<file path="config.mk">
export PLATFORM = sky130hd
export DESIGN_NAME = instr_fetch_unit
export DESIGN_NICKNAME = d
export VERILOG_FILES = /design/src/rtl/instr_fetch_unit.sv
export SDC_FILE = /design/constraint.sdc
export NUM_CORES = 1
export LEC_CHECK = 0
export CAP_MARGIN = 20
export CORE_MARGIN = 1.5
export CORE_UTILIZATION = 49
export CTS_CLUSTER_SIZE = 30
export DETAILED_ROUTE_END_ITERATION = 7
export PLACE_DENSITY = 0.83
export SYNTH_ARGS = -nofsm -noshare
export SYNTH_HDL_FRONTEND = slang
export SYNTH_SLANG_ARGS = --single-unit
</file>
<file path="constraint.sdc">
create_clock -name clk -period 2.2 [get_ports clk]
set_input_delay 0.55 -clock clk [delete_from_list [all_inputs] [get_ports clk]]
set_output_delay 0.55 -clock clk [all_outputs]
set_load 0.02 [all_outputs]
</file>
<file path="src/rtl/instr_fetch_unit.sv">
// Instruction fetch sequencer and program counter for the 16-bit datapath.
// Walks PC->MAR, memory read, MDR->IR, then waits for execute completion.
module instr_fetch_unit #(
  parameter int                  PC_WIDTH = 16,
  parameter logic [PC_WIDTH-1:0] RESET_PC = '0
) (
  input  logic                clk,
  input  logic                rst,
  input  logic                done,
  input  logic                mfc,
  input  logic                pc_inc,
  output logic                pc_out_en,
  output logic                mar_in,
  output logic                mem_en,
  output logic                rw,
  output logic                md_read_en,
  output logic                mdr_out,
  output logic                ir_in,
  output logic [PC_WIDTH-1:0] pc_out,
  output logic [2:0]          state
);

  typedef enum logic [2:0] {
    IDLE   = 3'd0,
    PC2MAR = 3'd1,
    MEMRD  = 3'd2,
    MDRLD  = 3'd3,
    MDR2IR = 3'd4,
    EXEC   = 3'd5
  } state_t;

  state_t cur;
  state_t nxt;
  logic   bump;

  always_comb begin
    nxt = IDLE;
    unique case (cur)
      IDLE:    nxt = PC2MAR;
      PC2MAR:  nxt = MEMRD;
      MEMRD:   nxt = mfc ? MDRLD : MEMRD;
      MDRLD:   nxt = MDR2IR;
      MDR2IR:  nxt = EXEC;
      EXEC:    nxt = done ? PC2MAR : EXEC;
      default: nxt = IDLE;
    endcase
  end

  // Both increment sources together still advance the PC by one.
  assign bump = (cur == MDR2IR) |
                (pc_inc & (cur != IDLE));

  // Controls are registered from the next state so they track cur glitch-free.
  always_ff @(posedge clk or negedge rst) begin
    if (!rst) begin
      cur        <= IDLE;
      pc_out     <= RESET_PC;
      pc_out_en  <= 1'b0;
      mar_in     <= 1'b0;
      mem_en     <= 1'b0;
      rw         <= 1'b0;
      md_read_en <= 1'b0;
      mdr_out    <= 1'b0;
      ir_in      <= 1'b0;
    end else begin
      cur        <= nxt;
      if (bump)
        pc_out   <= pc_out + PC_WIDTH'(1);
      pc_out_en  <= (nxt == PC2MAR);
      mar_in     <= (nxt == PC2MAR);
      mem_en     <= (nxt == MEMRD) | (nxt == MDRLD);
      rw         <= (nxt == MEMRD) | (nxt == MDRLD);
      md_read_en <= (nxt == MDRLD);
      mdr_out    <= (nxt == MDR2IR);
      ir_in      <= (nxt == MDR2IR);
    end
  end

  assign state = cur;

endmodule

</file>
==> impl_metrics.toml <==
[status]
status = "finished clean"

[cells_and_area]
antenna_cells = 0
syn2layout_area_growth_pct = 33.4
n_fill_cell = 149
finalInstanceArea_mm2 = 0.00138
layout.cells.non_filler = 145
final_util_pct = 69.6
layout-drive-gt1-share_pct = 8.47
fin_nets = 125

[timing]
whs_ns = 0.482
rsz0062_at_grt = "no"
finalSetupViolations = 0
setup_slack_ns = 0.114
fmax_mhz = 479
slew_headroom_pct = 76.7
worst_clock_skew_ns = 0.00160
finalHoldViolCount = 0
timing.final.crit_period_ns = 2.09
tns_ns = 0
min_period_over_period_pct = 94.8
drv_slew = 0
worstMarginPinSlew_ns = 0.349

[route]
via_per_inst = 5.11
dr.pass1.iters = 4
ant_nets = 0
drtIter0Drc = 3
drcViolationCount = 0
num_vias = 741
drt_wl_total_um = 1810
wire_per_inst_um = 12.5

[placement]
placed_cell_area_mm2 = 0.00135
dp_hpwl_um = 1330
place_ws_ns = 0.376
numPlacedInstances = 141
io_buffers = 30
gp_congestion = 0.727

[clock_network]
path_clk_slew_ns = 0.12
cts_root_buf = "clkbuf_4"
cts_resized = 0
numCtsBuffers = 3
cts_tree = "yes"
clock_path_buffers = 2
htree_levels = 1
cts_sinks = 23
clk_latency_ns = 0.29
hold_buffers = 0
cts_setup_buffers = 0

[yosys]
syn_nets = 92
syn-mean-instance-area_um2 = 12.0
synth_seq_cells = 23
yosys.cell_types.count = 24
ys_seq_area_share_pct = 55.7
syn_inst = 86
yosys_warnings = 0
syn_area_mm2 = 0.00103

[global_route]
grt.busiest_layer = "met2"
grt_max_degree = 24
antenna_found_initial = 0
overflow = 0
grt_pass1_vias = 723
grt_util_met3_pct = 2.76
met2_usage_pct = 29.2
grt_usage_pct = 17.7
grt_pass1_wl_um = 3280
grtUsageMet1_pct = 23.3

[worst_setup_path]
crit_slowest_cell = "clkdlybuf4s50_1"
path_buf_inv = 1
crit_family = "buffers and inverters"
worst_r2r_path_depth = 4
endpoint = "state[1]"
crit_required_ns = 1.65
worstReg2RegStart = "state[1]"
path_class = "register to output pin"
crit_chain = "clkdlybuf4s50_1"
crit_start = "state[1]"
worstSetupPathDepth = 1
r2r_setup_slack_ns = 0.57
endpoint_kind = "output pin"
cp.arrival_ns = 1.54
r2r-end = "pc_out[13]"
critPathMaxFanout = 9
start_kind = "register"
critPathMaxStageDelay_ns = 0.67

[die]
io_pins = 31
die_width_um = 48.9
die_h_um = 48.9
rows = 16
die_area_mm2 = 0.00239
core_mm2 = 0.00198
start_util_pct = 52.1

[power_and_ir_drop]
powerDensity_mw_per_mm2 = 1170
irDropWorstVdd_v = 0.000993
p_total_mw = 1.61
p_leak_nw = 0.570

[worst_hold_path]
worstHoldPathType = "register to register"

[flow_run]
maxCapViolations = 0
cell families (layout without fill, tap and decap cells):
family | count (synthesis) | count (layout) | synth area share, %
AO/OA/AOI/OAI | 7 | 7 | 7.63
XOR/XNOR | 16 | 16 | 13.6
adder cells (fa/ha/maj) | 1 | 1 | 1.21
buffers and inverters | 3 | 35 | 2.18
flip-flops | 23 | 23 | 55.7
multiplexers | 1 | 1 | 1.09
AND/OR/NAND/NOR | 35 | 35 | 18.6
where the power goes:
part	total, mW	internal, mW	leakage [nW]	switching, mW
clock	0.186	0.0704	0.0150	0.115
sequential	0.684	0.535	0.301	0.150
combinational	0.740	0.374	0.254	0.366
metal layers:
layer	vias up	wire (um)
met5	-	0
met4	0	23
met3	2	49
met2	17	887
met1	364	850
li1	358	-
sequential cells by signal, indices dropped and copies added, names as in the netlist:
name and cells:
ir_in 1, mar_in 1, state 3, md_read_en 1, rw 1, pc_out 16
worst min path at each step:
stage | from | end | slack (ns) | cells past startpoint
floorplan | rst | ir_in | 0.25 | 0
global route | pc_out[15] | pc_out[15] | 0.52 | 1
finish | pc_out[15] | pc_out[15] | 0.48 | 1
global placement | pc_out[15] | pc_out[15] | 0.46 | 1
detailed placement | pc_out[15] | pc_out[15] | 0.47 | 1
CTS | pc_out[15] | pc_out[15] | 0.49 | 1
cell type report:
cell class	count	area, um^2	area share [%]
Sequential cell	23	576	41.7
Multi-Input combinational cell	60	435	31.6
Timing Repair Buffer	31	308	22.3
Tap cell	27	33.8	2.45
Clock buffer	4	26.3	1.91
Yosys cell counts:
| cell type | number | area, um^2 |
|---|---|---|
| buf_4 | 3 | 22.5 |
| and4_1 | 1 | 8.76 |
| o21ai_4 | 1 | 16.3 |
| a21oi_4 | 2 | 32.5 |
| a211oi_1 | 1 | 7.51 |
| o21bai_1 | 1 | 7.51 |
| nand2b_1 | 1 | 6.26 |
| a21bo_1 | 1 | 10.0 |
| and3_1 | 3 | 18.8 |
| and2_2 | 2 | 15.0 |
| nor3b_1 | 1 | 7.51 |
| and2_1 | 2 | 12.5 |
| nand3_1 | 2 | 10.0 |
| mux2_1 | 1 | 11.3 |
| a21oi_1 | 1 | 5.00 |
| xor2_1 | 2 | 17.5 |
| dfrtp_1 | 23 | 576 |
| nor2b_1 | 1 | 6.26 |
| nor2_1 | 4 | 15.0 |
| nand2_1 | 10 | 37.5 |
| xnor2_1 | 14 | 123 |
| nand4_1 | 7 | 43.8 |
| or3b_4 | 1 | 11.3 |
| ha_1 | 1 | 12.5 |
layout by cell type, fill, tap and decap left out, types with 2 or more instances in the layout:
cell type        count
nand2_1             10
and2_1               2
nand3_1              2
xnor2_1             14
nor2_1               4
and3_1               3
dfrtp_1             23
clkdlybuf4s50_1     30
xor2_1               2
a21oi_4              2
and2_2               2
clkbuf_4             3
nand4_1              7
Power figures use the tool's default switching activity.
